==> src/rtl/mem_port_arbiter_pkg.sv <==
// Shared types and constants for the fetch/data unified memory port arbiter.
package mem_port_arbiter_pkg;

    localparam int unsigned ARB_MAX_LATENCY = 4;
    localparam int unsigned ADDR_W          = 32;
    localparam int unsigned DATA_W          = 32;
    localparam int unsigned BE_W            = 4;
    localparam int unsigned LAT_W           = $clog2(ARB_MAX_LATENCY + 1);

    typedef enum logic {OWN_IF, OWN_DM} arb_owner_type;

    typedef enum logic {ARB_IDLE, ARB_BUSY} arb_state_type;

    // Command presented to the memory macro on an issue cycle
    typedef struct packed {
        logic              we;
        logic [BE_W-1:0]   be;
        logic [ADDR_W-1:0] addr;
        logic [DATA_W-1:0] wdata;
    } mem_cmd_t;

    function automatic logic [ADDR_W-1:0] word_addr(input logic [ADDR_W-1:0] a);
        return {a[ADDR_W-1:2], 2'b00};
    endfunction

endpackage

==> src/rtl/mem_port_arbiter_if.sv <==
// Fetch, data and memory-macro signals of the arbiter; slave is the arbiter's view.
interface mem_port_arbiter_if;
    import mem_port_arbiter_pkg::*;

    logic              if_req;
    logic [ADDR_W-1:0] if_addr;
    logic              if_flush;
    logic              if_gnt;
    logic              if_rvalid;
    logic [DATA_W-1:0] if_rdata;

    logic              dm_req;
    logic              dm_we;
    logic [BE_W-1:0]   dm_be;
    logic [ADDR_W-1:0] dm_addr;
    logic [DATA_W-1:0] dm_wdata;
    logic              dm_gnt;
    logic              dm_rvalid;
    logic [DATA_W-1:0] dm_rdata;

    logic              mem_en;
    logic              mem_we;
    logic [BE_W-1:0]   mem_be;
    logic [ADDR_W-1:0] mem_addr;
    logic [DATA_W-1:0] mem_wdata;
    logic [DATA_W-1:0] mem_rdata;

    // Requesters plus memory macro
    modport master (
        output if_req, if_addr, if_flush,
        output dm_req, dm_we, dm_be, dm_addr, dm_wdata,
        output mem_rdata,
        input  if_gnt, if_rvalid, if_rdata,
        input  dm_gnt, dm_rvalid, dm_rdata,
        input  mem_en, mem_we, mem_be, mem_addr, mem_wdata
    );

    modport slave (
        input  if_req, if_addr, if_flush,
        input  dm_req, dm_we, dm_be, dm_addr, dm_wdata,
        input  mem_rdata,
        output if_gnt, if_rvalid, if_rdata,
        output dm_gnt, dm_rvalid, dm_rdata,
        output mem_en, mem_we, mem_be, mem_addr, mem_wdata
    );

endinterface

==> src/rtl/mem_port_arbiter_starve_counter.sv <==
// Saturating count of consecutive fetch arbitration losses; sat flags the limit.
module mem_port_arbiter_starve_counter #(
    parameter int unsigned MAX_STARVE = 3
) (
    input  logic clk,
    input  logic reset,
    input  logic inc,
    input  logic clr,
    output logic sat
);

    localparam int unsigned CNT_W = $clog2(MAX_STARVE + 1);

    logic [CNT_W-1:0] cnt_q;
    logic [CNT_W-1:0] cnt_d;

    // Clear wins over increment; increment stops at the limit
    always_comb begin
        cnt_d = cnt_q;
        if (clr) begin
            cnt_d = '0;
        end else if (inc && (cnt_q != CNT_W'(MAX_STARVE))) begin
            cnt_d = cnt_q + CNT_W'(1);
        end
    end

    always_ff @(posedge clk) begin
        if (reset) begin
            cnt_q <= '0;
            sat   <= 1'b0;
        end else begin
            cnt_q <= cnt_d;
            sat   <= (cnt_d == CNT_W'(MAX_STARVE));
        end
    end

endmodule

==> src/rtl/mem_port_arbiter.sv <==
// Shares one fixed-latency single-port memory between instruction fetch and data
// ports: data has priority, fetch wins after MAX_STARVE consecutive losses.
module mem_port_arbiter
    import mem_port_arbiter_pkg::*;
#(
    parameter int unsigned LATENCY    = 1,
    parameter int unsigned MAX_STARVE = 3
) (
    input  logic              clk,
    input  logic              reset,
    mem_port_arbiter_if.slave bus
);

    arb_state_type    state_q;
    arb_state_type    state_d;
    arb_owner_type    owner_q;
    arb_owner_type    owner_d;
    logic [LAT_W-1:0] lat_q;
    logic [LAT_W-1:0] lat_d;
    logic             kill_q;
    logic             kill_d;

    logic             resp;
    logic             issue_ok;
    logic             pick_if;
    logic             pick_dm;
    logic             starve_sat;
    logic             starve_inc;
    logic             starve_clr;

    logic             if_gnt_c;
    logic             dm_gnt_c;
    logic             if_rvalid_c;
    logic             dm_rvalid_c;
    mem_cmd_t         cmd_c;

    assign resp     = (state_q == ARB_BUSY) && (lat_q == LAT_W'(LATENCY));
    assign issue_ok = (state_q == ARB_IDLE) || resp;
    assign pick_if  = bus.if_req && (!bus.dm_req || starve_sat);
    assign pick_dm  = bus.dm_req && !pick_if;

    // Next state, response steering and issue mux
    always_comb begin
        state_d     = state_q;
        owner_d     = owner_q;
        lat_d       = lat_q;
        kill_d      = kill_q;
        if_gnt_c    = 1'b0;
        dm_gnt_c    = 1'b0;
        if_rvalid_c = 1'b0;
        dm_rvalid_c = 1'b0;
        cmd_c       = '0;

        case (state_q)
            ARB_BUSY: begin
                if (resp) begin
                    // A flush arriving on the response cycle still kills it
                    if_rvalid_c = (owner_q == OWN_IF) && !kill_q && !bus.if_flush;
                    dm_rvalid_c = (owner_q == OWN_DM);
                    state_d     = ARB_IDLE;
                    lat_d       = '0;
                    kill_d      = 1'b0;
                end else begin
                    lat_d = lat_q + LAT_W'(1);
                    if ((owner_q == OWN_IF) && bus.if_flush) begin
                        kill_d = 1'b1;
                    end
                end
            end
            default: begin
            end
        endcase

        if (issue_ok && (pick_if || pick_dm)) begin
            state_d = ARB_BUSY;
            lat_d   = LAT_W'(1);
            if (pick_if) begin
                if_gnt_c    = 1'b1;
                owner_d     = OWN_IF;
                cmd_c.we    = 1'b0;
                cmd_c.be    = '1;
                cmd_c.addr  = word_addr(bus.if_addr);
                cmd_c.wdata = '0;
            end else begin
                dm_gnt_c    = 1'b1;
                owner_d     = OWN_DM;
                cmd_c.we    = bus.dm_we;
                cmd_c.be    = bus.dm_be;
                cmd_c.addr  = word_addr(bus.dm_addr);
                cmd_c.wdata = bus.dm_wdata;
            end
        end

        if (reset) begin
            if_gnt_c    = 1'b0;
            dm_gnt_c    = 1'b0;
            if_rvalid_c = 1'b0;
            dm_rvalid_c = 1'b0;
            cmd_c       = '0;
        end
    end

    assign starve_clr = if_gnt_c || !bus.if_req;
    assign starve_inc = issue_ok && bus.if_req && dm_gnt_c;

    always_ff @(posedge clk) begin
        if (reset) begin
            state_q <= ARB_IDLE;
            owner_q <= OWN_IF;
            lat_q   <= '0;
            kill_q  <= 1'b0;
        end else begin
            state_q <= state_d;
            owner_q <= owner_d;
            lat_q   <= lat_d;
            kill_q  <= kill_d;
        end
    end

    mem_port_arbiter_starve_counter #(
        .MAX_STARVE (MAX_STARVE)
    ) u_starve (
        .clk   (clk),
        .reset (reset),
        .inc   (starve_inc),
        .clr   (starve_clr),
        .sat   (starve_sat)
    );

    assign bus.if_gnt    = if_gnt_c;
    assign bus.dm_gnt    = dm_gnt_c;
    assign bus.if_rvalid = if_rvalid_c;
    assign bus.dm_rvalid = dm_rvalid_c;
    assign bus.if_rdata  = if_rvalid_c ? bus.mem_rdata : '0;
    assign bus.dm_rdata  = dm_rvalid_c ? bus.mem_rdata : '0;
    assign bus.mem_en    = if_gnt_c || dm_gnt_c;
    assign bus.mem_we    = cmd_c.we;
    assign bus.mem_be    = cmd_c.be;
    assign bus.mem_addr  = cmd_c.addr;
    assign bus.mem_wdata = cmd_c.wdata;

endmodule

==> src/flat_wrapper.sv <==
// flat-port wrapper written by rule: the top's interface ports become plain ports
module mem_port_arbiter_flat import mem_port_arbiter_pkg::*;
#(
    parameter int unsigned LATENCY    = 1,
    parameter int unsigned MAX_STARVE = 3
)
  (clk, reset, bus_if_req, bus_if_addr, bus_if_flush, bus_dm_req, bus_dm_we, bus_dm_be, bus_dm_addr, bus_dm_wdata, bus_mem_rdata, bus_if_gnt, bus_if_rvalid, bus_if_rdata, bus_dm_gnt, bus_dm_rvalid, bus_dm_rdata, bus_mem_en, bus_mem_we, bus_mem_be, bus_mem_addr, bus_mem_wdata);
  mem_port_arbiter_if bus_i ();
  input  logic clk;
  input  logic reset;
  input wire logic [$bits(bus_i.if_req)-1:0] bus_if_req;
  input wire logic [$bits(bus_i.if_addr)-1:0] bus_if_addr;
  input wire logic [$bits(bus_i.if_flush)-1:0] bus_if_flush;
  input wire logic [$bits(bus_i.dm_req)-1:0] bus_dm_req;
  input wire logic [$bits(bus_i.dm_we)-1:0] bus_dm_we;
  input wire logic [$bits(bus_i.dm_be)-1:0] bus_dm_be;
  input wire logic [$bits(bus_i.dm_addr)-1:0] bus_dm_addr;
  input wire logic [$bits(bus_i.dm_wdata)-1:0] bus_dm_wdata;
  input wire logic [$bits(bus_i.mem_rdata)-1:0] bus_mem_rdata;
  output wire logic [$bits(bus_i.if_gnt)-1:0] bus_if_gnt;
  output wire logic [$bits(bus_i.if_rvalid)-1:0] bus_if_rvalid;
  output wire logic [$bits(bus_i.if_rdata)-1:0] bus_if_rdata;
  output wire logic [$bits(bus_i.dm_gnt)-1:0] bus_dm_gnt;
  output wire logic [$bits(bus_i.dm_rvalid)-1:0] bus_dm_rvalid;
  output wire logic [$bits(bus_i.dm_rdata)-1:0] bus_dm_rdata;
  output wire logic [$bits(bus_i.mem_en)-1:0] bus_mem_en;
  output wire logic [$bits(bus_i.mem_we)-1:0] bus_mem_we;
  output wire logic [$bits(bus_i.mem_be)-1:0] bus_mem_be;
  output wire logic [$bits(bus_i.mem_addr)-1:0] bus_mem_addr;
  output wire logic [$bits(bus_i.mem_wdata)-1:0] bus_mem_wdata;
  assign bus_i.if_req = bus_if_req;
  assign bus_i.if_addr = bus_if_addr;
  assign bus_i.if_flush = bus_if_flush;
  assign bus_i.dm_req = bus_dm_req;
  assign bus_i.dm_we = bus_dm_we;
  assign bus_i.dm_be = bus_dm_be;
  assign bus_i.dm_addr = bus_dm_addr;
  assign bus_i.dm_wdata = bus_dm_wdata;
  assign bus_i.mem_rdata = bus_mem_rdata;
  assign bus_if_gnt = bus_i.if_gnt;
  assign bus_if_rvalid = bus_i.if_rvalid;
  assign bus_if_rdata = bus_i.if_rdata;
  assign bus_dm_gnt = bus_i.dm_gnt;
  assign bus_dm_rvalid = bus_i.dm_rvalid;
  assign bus_dm_rdata = bus_i.dm_rdata;
  assign bus_mem_en = bus_i.mem_en;
  assign bus_mem_we = bus_i.mem_we;
  assign bus_mem_be = bus_i.mem_be;
  assign bus_mem_addr = bus_i.mem_addr;
  assign bus_mem_wdata = bus_i.mem_wdata;
  mem_port_arbiter #(.LATENCY(LATENCY), .MAX_STARVE(MAX_STARVE)) u_core (.clk(clk), .reset(reset), .bus(bus_i));
endmodule
==> config.mk <==
export PLATFORM = sky130hd
export DESIGN_NAME = mem_port_arbiter_flat
export DESIGN_NICKNAME = d
export VERILOG_FILES = /design/src/rtl/mem_port_arbiter_pkg.sv /design/src/rtl/mem_port_arbiter_if.sv /design/src/rtl/mem_port_arbiter_starve_counter.sv /design/src/rtl/mem_port_arbiter.sv /design/src/flat_wrapper.sv
export SDC_FILE = /design/constraint.sdc
export NUM_CORES = 1
export LEC_CHECK = 0
export CAP_MARGIN = 20
export CORE_AREA = 2 2 107 109
export DETAILED_ROUTE_END_ITERATION = 6
export DIE_AREA = 0 0 109 111
export GPL_ROUTABILITY_DRIVEN = 0
export PLACE_DENSITY = 0.57
export SYNTH_ARGS = -nofsm -noshare
export SYNTH_HDL_FRONTEND = slang
export SYNTH_SLANG_ARGS = --single-unit
==> constraint.sdc <==
create_clock -name clk -period 2.45 [get_ports clk]
set_input_delay 0.735 -clock clk [delete_from_list [all_inputs] [get_ports clk]]
set_output_delay 0.735 -clock clk [all_outputs]
set_load 0.05 [all_outputs]
==> results of run 1 <==
[worst register-to-register path, cell delays in order (launching register included)]
cell and delay (ns):
dfxtp_2 0.32, inv_2 0.07, ha_4 0.15, nand2b_4 0.06
buf_4 0.15, a2111oi_4 0.46, mux2i_1 0.25, nor2_1 0.05
[layout make-up]
cell class              count  area [um^2]  share of cell area [%]
multi-input cells         206         2010                    26.8
well taps                 143          179                    2.38
flip-flops and latches      9          183                    2.43
clock buffers               4         78.8                    1.05
inverters                   4         15.0                   0.200
repair buffers            333         5040                    67.1
[timing repair]
| action | CTS | global route |
|---|---|---|
| endpoints found under the hold margin | 0 | 0 |
| pin swaps | 80 | 47 |
| endpoints found under the setup margin | 136 | 134 |
| gates resized for setup | 156 | 27 |
| gates cloned | 17 | 4 |
| buffers inserted | 23 | 9 |
[power groups by stage]
stage / registers, W / clock network, W / logic (W)
6_report: 0.000166 / 0.000291 / 0.00145
3_5_place_dp: 0.000166 / 0 / 0.00121
5_1_grt: 0.000167 / 0.000307 / 0.00151
3_3_place_gp: 0.000165 / 0 / 0.00120
2_1_floorplan: 0.000163 / 0 / 0.000561
4_1_cts: 0.000165 / 0.000300 / 0.00145
[kinds of logic (layout without fill, tap and decap cells)]
group / Yosys count / count (layout)
compound gates: 45 / 45
xor+xnor: 1 / 1
fa+ha+maj: 3 / 3
buf+inv: 27 / 341
flops: 9 / 9
mux: 3 / 3
other cells: 1 / 2
simple gates: 152 / 152
[sequential cells by signal (all words and copies together) (netlist names)]
signal,cells
u_core.owner_q,1
u_core.kill_q,1
u_core.state_q,1
u_core.u_starve.cnt_q,2
u_core.lat_q,3
u_core.u_starve.sat,1
[through the flow]
stage	utilization, %	TNS, ns	power [W]	std cells	cell area, um^2
6_report	67.8	-9.57	0.00191	699	7510
5_1_grt	67.8	-17.36	0.00198	699	7510
4_1_cts	68.0	-16.65	0.00192	697	7530
3_5_place_dp	57.4	-60.16	0.00138	654	6360
3_3_place_gp	57.4	-57.65	0.00137	654	6360
2_1_floorplan	-	-1.86	0.000724	242	2040
[cells in the final DEF, fill, tap and decap left out, drive strengths merged, types with 2 or more instances in the layout]
cell / synthesis / layout
buf: 18 / 198
clkdlybuf4s50: 0 / 129
and2: 98 / 98
nor2: 37 / 37
a22oi: 30 / 30
clkbuf: 5 / 9
dfxtp: 9 / 9
a21oi: 4 / 4
o21a: 4 / 4
nor3: 4 / 4
inv: 4 / 4
mux2i: 3 / 3
nand2b: 3 / 3
nand3b: 3 / 3
ha: 3 / 3
nand2: 2 / 2
conb: 1 / 2
and2b: 2 / 2
[layer usage]
| layer | global-route usage (%) | up-vias |
|---|---|---|
| met3 | 4.53 | 12 |
| met4 | 2.82 | 0 |
| met1 | 18.0 | 1393 |
| met5 | 0 | - |
| met2 | 40.8 | 146 |
| li1 | - | 1437 |
[worst max path at each step]
| stage | slack (ns) | endpoint | from |
|---|---|---|---|
| after detailed placement | -0.54 | bus_mem_addr[10] | bus_dm_req |
| after global routing | -0.24 | bus_dm_rdata[15] | u_core.lat_q[1]$_SDFFE_PP0P_ |
| after floorplan | -0.13 | bus_mem_addr[5] | reset |
| after global placement | -0.49 | bus_mem_addr[9] | bus_dm_req |
| after CTS | -0.24 | bus_if_rdata[17] | u_core.lat_q[1]$_SDFFE_PP0P_ |
| final | -0.18 | bus_dm_rdata[11] | u_core.lat_q[1]$_SDFFE_PP0P_ |
==> impl_metrics.env, run 1 <==
export IMPL_p_clk_share_pct=15.2
export IMPL_slowest_stage="dfxtp_2"
export IMPL_cp_max_fo=8
export IMPL_coreArea_um2=11100
export IMPL_dieHeight_um=111
export IMPL_place_ws_ns=-0.541
export IMPL_grt_pass1_wl_um=18100
export IMPL_swShare_pct=38.5
export IMPL_grt_setup_unrepaired="yes"
export IMPL_dp_hpwl_um=8380
export IMPL_min_path_cells=2
export IMPL_wl_met2_um=7170
export IMPL_hold_ws_ns=0.515
export IMPL_period_needed_ns=2.63
export IMPL_gr_total_overflow=0
export IMPL_ys_top_cells_by_area="and2_1 37%, a22oi_1 14%, dfxtp_1 11%"
export IMPL_combPwrFrac_pct=76.0
export IMPL_maxCapViolCount=0
export IMPL_cts_root_buf="clkbuf_16"
export IMPL_wl_per_cell_um=17.2
export IMPL_hold_viol=0
export IMPL_io_pins=276
export IMPL_period_share_pct=107
export IMPL_power_density_nw_per_um2=254
export IMPL_cpPeakStageDelay_ns=0.32
export IMPL_r2r_worst_path_cells=7
export IMPL_drt_met1_wl_um=3720
export IMPL_fillCellCount=770
export IMPL_clkSinkCount=9
export IMPL_antenna_found_initial=0
export IMPL_leakage_nw=3.00
export IMPL_drt_antenna_violating_nets=0
export IMPL_fp_dieW_um=109
export IMPL_violations="negative setup slack"
export IMPL_drtIter0Drc=65
export IMPL_ys_ff_latch=9
export IMPL_r2r_start="u_core.lat_q[1]$_SDFFE_PP0P_"
export IMPL_synth_flop_cell="dfxtp_1"
export IMPL_required_ns=1.71
export IMPL_fin_nets=698
export IMPL_first_pass_iters=4
export IMPL_syn_inst=241
export IMPL_worst_path_most_repeated_cell="buf_6"
export IMPL_syn_area_um2=1650
export IMPL_ir_drop_mv=0.207
export IMPL_p_int_w=0.00117
export IMPL_clk_insertion_delay_late_ns=0.23
export IMPL_drv_slew=0
export IMPL_synth_adder_area_share_pct=2.27
export IMPL_async_flop_share_pct=0
export IMPL_ys_types=36
export IMPL_grt_max_degree=21
export IMPL_r2r_slack_ns=0.84
export IMPL_yosys_warnings=0
export IMPL_dieArea_um2=12100
export IMPL_numCtsBuffers=3
export IMPL_start_kind="flop"
export IMPL_insertedDiodeCount=0
export IMPL_synth_commonest_cells="98 x and2_1, 36 x nor2_1, 30 x a22oi_1"
export IMPL_num_rows=39
export IMPL_min_to="u_core.u_starve.sat$_SDFF_PP0_"
export IMPL_path_buf_inv=5
export IMPL_grt_pass1_vias=3317
export IMPL_drive_gt1_share_pct=69.4
export IMPL_max_freq_mhz=381
export IMPL_p_seq_share_pct=8.7
export IMPL_worstSetupPathType="flop to output pin"
export IMPL_initial_core_util_pct=14.9
export IMPL_grt_total_usage_pct=19.3
export IMPL_synth_top_family_by_area="simple AND/OR/NAND/NOR gates"
export IMPL_hold_class="flop to flop"
export IMPL_path_depth=10
export IMPL_fin_skew_ns=0.000906
export IMPL_setup_viol=107
export IMPL_r2r_end="u_core.u_starve.cnt_q[1]$_SDFF_PP0_"
export IMPL_cts_tree="yes"
export IMPL_highest_layer="met4"
export IMPL_cts_max_level=1
export IMPL_yosysMostFrequentCell="and2_1"
export IMPL_met3WireLength_um=976
export IMPL_status="finished with violations"
export IMPL_synth_top_area_share_pct=37.1
export IMPL_port_buffers=269
export IMPL_muxShareOfSynthArea_pct=1.82
export IMPL_clkTransAtPathRegs_ns=0.04
export IMPL_clock_path_buffers=2
export IMPL_vias=2988
export IMPL_vias_per_cell=4.27
export IMPL_synth_edf_count=0
export IMPL_yosys_area_share_xor_xnor_pct=0.530
export IMPL_holdCritStartpoint="u_core.u_starve.cnt_q[1]$_SDFF_PP0_"
export IMPL_cp_arrival_ns=1.89
export IMPL_yosys_area_share_simple_pct=54.3
export IMPL_synth_largest_area_cell="and2_1"
export IMPL_crit_family="simple AND/OR/NAND/NOR gates"
export IMPL_cts_hold_buf=0
export IMPL_switching_power_w=0.000736
export IMPL_detail_route_wirelength_um=12000
export IMPL_fin_ws_ns=-0.175
export IMPL_synth_avg_cell_area_um2=6.85
export IMPL_yosysSeqAreaShare_pct=10.9
export IMPL_path_cells="inv_2, ha_4, and2b_4, nand3b_4, buf_6, nor2_4, buf_6, buf_16, and2_4, buf_12"
export IMPL_synth_compound_area_share_pct=21.1
export IMPL_route_detailed_drc=0
export IMPL_area_growth_pct=355
export IMPL_cp_end_kind="output pin"
No activity file was read; power rests on OpenSTA's default activity.
==> run 2, diff against run 1 <==
==> constraint.sdc (replaced) <==
create_clock -name clk -period 2.5 [get_ports clk]
set_input_delay 0.75 -clock clk [delete_from_list [all_inputs] [get_ports clk]]
set_output_delay 0.75 -clock clk [all_outputs]
set_load 0.05 [all_outputs]
==> run 2 against run 1 <==
  * The flow still finishes with violations (negative setup slack)
  * Power shrank 3.0%
  * Critical path depth unchanged
  * Sequential cell count unchanged
  * Wire length is 3.7% lower
  * Via count shrank 2.5%
  * Clock power is 3% lower
  * Worst hold slack lost 0.0015 ns
  * Critical path type unchanged
  * Critical endpoint is now bus_mem_wdata[14]
  * Largest power group unchanged
  * Highest routed layer unchanged
==> impl_metrics.env, run 2 (synthesis results as in run 1) <==
export IMPL_status="finished with violations"
export IMPL_violations="negative setup slack"
export IMPL_grt_max_degree=18
export IMPL_cts_hold_buf=0
export IMPL_dieHeight_um=111
export IMPL_dp_hpwl_um=8170
export IMPL_period_share_pct=104
export IMPL_finalNonFillerCells=690
export IMPL_drive_gt1_share_pct=68.9
export IMPL_fin_nets=689
export IMPL_grt_pass1_wl_um=17000
export IMPL_grt_total_usage_pct=18.1
export IMPL_route_detailed_drc=0
export IMPL_cpPeakStageDelay_ns=0.32
export IMPL_path_cells="inv_2, ha_4, buf_6, nand2b_4, a21o_4, nor2b_4, buf_6, buf_16, and2_4, buf_12"
export IMPL_ir_drop_mv=0.241
export IMPL_drt_antenna_violating_nets=0
export IMPL_port_buffers=269
export IMPL_clkTransAtPathRegs_ns=0.04
export IMPL_r2r_start="u_core.lat_q[1]$_SDFFE_PP0P_"
export IMPL_r2r_worst_path_cells=8
export IMPL_cts_max_level=1
export IMPL_drv_slew=0
export IMPL_slowest_stage="dfxtp_2"
export IMPL_hold_class="flop to flop"
export IMPL_numCtsBuffers=3
export IMPL_leakage_nw=2.95
export IMPL_num_rows=39
export IMPL_power_density_nw_per_um2=250
export IMPL_holdCritStartpoint="u_core.u_starve.cnt_q[1]$_SDFF_PP0_"
export IMPL_r2r_slack_ns=0.84
export IMPL_fin_ws_ns=-0.112
export IMPL_cp_end_kind="output pin"
export IMPL_antenna_found_initial=0
export IMPL_cp_max_fo=5
export IMPL_clock_path_buffers=2
export IMPL_r2r_end="u_core.u_starve.cnt_q[1]$_SDFF_PP0_"
export IMPL_area_growth_pct=350
export IMPL_vias=2913
export IMPL_start_kind="flop"
export IMPL_p_clk_share_pct=15.2
export IMPL_cts_root_buf="clkbuf_16"
export IMPL_clk_insertion_delay_late_ns=0.23
export IMPL_hold_viol=0
export IMPL_grt_setup_unrepaired="yes"
export IMPL_grt_pass1_vias=3052
export IMPL_fp_dieW_um=109
export IMPL_worstSetupPathType="flop to output pin"
export IMPL_max_freq_mhz=383
export IMPL_detail_route_wirelength_um=11600
export IMPL_swShare_pct=38.6
export IMPL_dp_cells=650
export IMPL_crit_family="buffers and inverters"
export IMPL_path_buf_inv=5
export IMPL_gr_total_overflow=0
export IMPL_wl_per_cell_um=16.8
export IMPL_coreArea_um2=11100
export IMPL_seq_area_um2=185
export IMPL_largest_register="u_core.lat_q"
export IMPL_post_route_util_pct=67.0
export IMPL_worst_path_most_repeated_cell="buf_6"
export IMPL_maxCapViolCount=0
export IMPL_p_seq_share_pct=8.8
export IMPL_dieArea_um2=12100
export IMPL_cp_arrival_ns=1.86
export IMPL_fillCellCount=818
export IMPL_largest_registers="u_core.lat_q x3, u_core.u_starve.cnt_q x2"
export IMPL_layout_commonest_cell="buf_12"
export IMPL_min_path_cells=2
export IMPL_p_int_w=0.00114
export IMPL_min_to="u_core.u_starve.sat$_SDFF_PP0_"
export IMPL_multiInputGateArea_um2=2040
export IMPL_period_needed_ns=2.61
export IMPL_switching_power_w=0.000715
export IMPL_required_ns=1.75
export IMPL_initial_core_util_pct=14.9
export IMPL_vias_per_cell=4.22
export IMPL_final_cell_mix="145 x buf_12, 129 x clkdlybuf4s50_1, 98 x and2_4, 32 x nor2_4, 28 x a22oi_2"
export IMPL_cts_tree="yes"
export IMPL_combPwrFrac_pct=75.9
export IMPL_clkSinkCount=9
export IMPL_insertedDiodeCount=0
export IMPL_io_pins=276
export IMPL_fin_skew_ns=0.000756
export IMPL_largest_register_ffs=3
export IMPL_setup_viol=122
export IMPL_drtIter0Drc=70
export IMPL_first_pass_iters=3
==> run 2: cell count changes in the layout (fill, tap and decap cells not counted), sizes merged <==
cell    previous run  this run
bufbuf             1         0
buf              198       190
==> run 2: what timing repair did <==
item | in CTS | in global routing
gates cloned | 14 | 4
setup buffers | 21 | 4
setup endpoints to repair | 136 | 136
pin swaps | 99 | 7
hold endpoints to repair | 0 | 0
resized for setup | 169 | 17
==> run 2: cell type report <==
cell class	count	share of cell area, %
Timing Repair Buffer	324	66.3
Sequential cell	9	2.49
Tap cell	143	2.41
Inverter	4	0.202
Multi-Input combinational cell	206	27.5
Clock buffer	4	1.06
==> run 2: metal layers <==
layer | vias to the layer above | GRT usage (%) | part of all wire, %
met2 | 130 | 37.8 | 60
met3 | 2 | 4.59 | 8.0
li1 | 1417 | - | -
met5 | - | 0 | 0
met1 | 1364 | 18.0 | 32
met4 | 0 | 0.769 | 0.17
==> run 2: how the worst max path moves through the flow <==
stage	from	slack, ns	cells after the start	to
5_1_grt	u_core.lat_q[1]$_SDFFE_PP0P_	-0.17	10	bus_if_rdata[15]
3_3_place_gp	bus_dm_req	-0.48	6	bus_mem_wdata[1]
3_5_place_dp	bus_dm_req	-0.50	6	bus_mem_wdata[2]
2_1_floorplan	reset	-0.11	4	bus_mem_addr[5]
6_report	u_core.lat_q[1]$_SDFFE_PP0P_	-0.11	10	bus_mem_wdata[14]
4_1_cts	reset	-0.17	8	bus_if_rdata[6]
==> run 2: metrics by stage <==
stage	setup slack (ns)	TNS [ns]	hold WS, ns	cell area (um^2)	power, W
2_1_floorplan	-0.111	-1.39	0.476	2020	0.000707
3_3_place_gp	-0.482	-54.77	0.501	6310	0.00132
3_5_place_dp	-0.497	-57.49	0.500	6310	0.00133
4_1_cts	-0.170	-12.47	0.513	7350	0.00185
5_1_grt	-0.167	-14.58	0.567	7420	0.00192
6_report	-0.112	-6.88	0.513	7420	0.00185
==> run 2: worst min-delay path, delay by kind of cell, from the launching register on <==
kind,cells,cell delay [ns]
AOI/OAI and AO/OA,1,0.06
DFF,1,0.32
and+or+nand+nor,1,0.08
==> run 2: power by group through the flow <==
stage	combinational (W)	sequential (W)	clock (W)
after CTS	0.00140	0.000164	0.000286
after detailed placement	0.00117	0.000164	0
after global placement	0.00116	0.000163	0
after floorplan	0.000547	0.000160	0
final	0.00141	0.000163	0.000282
after global routing	0.00146	0.000164	0.000295
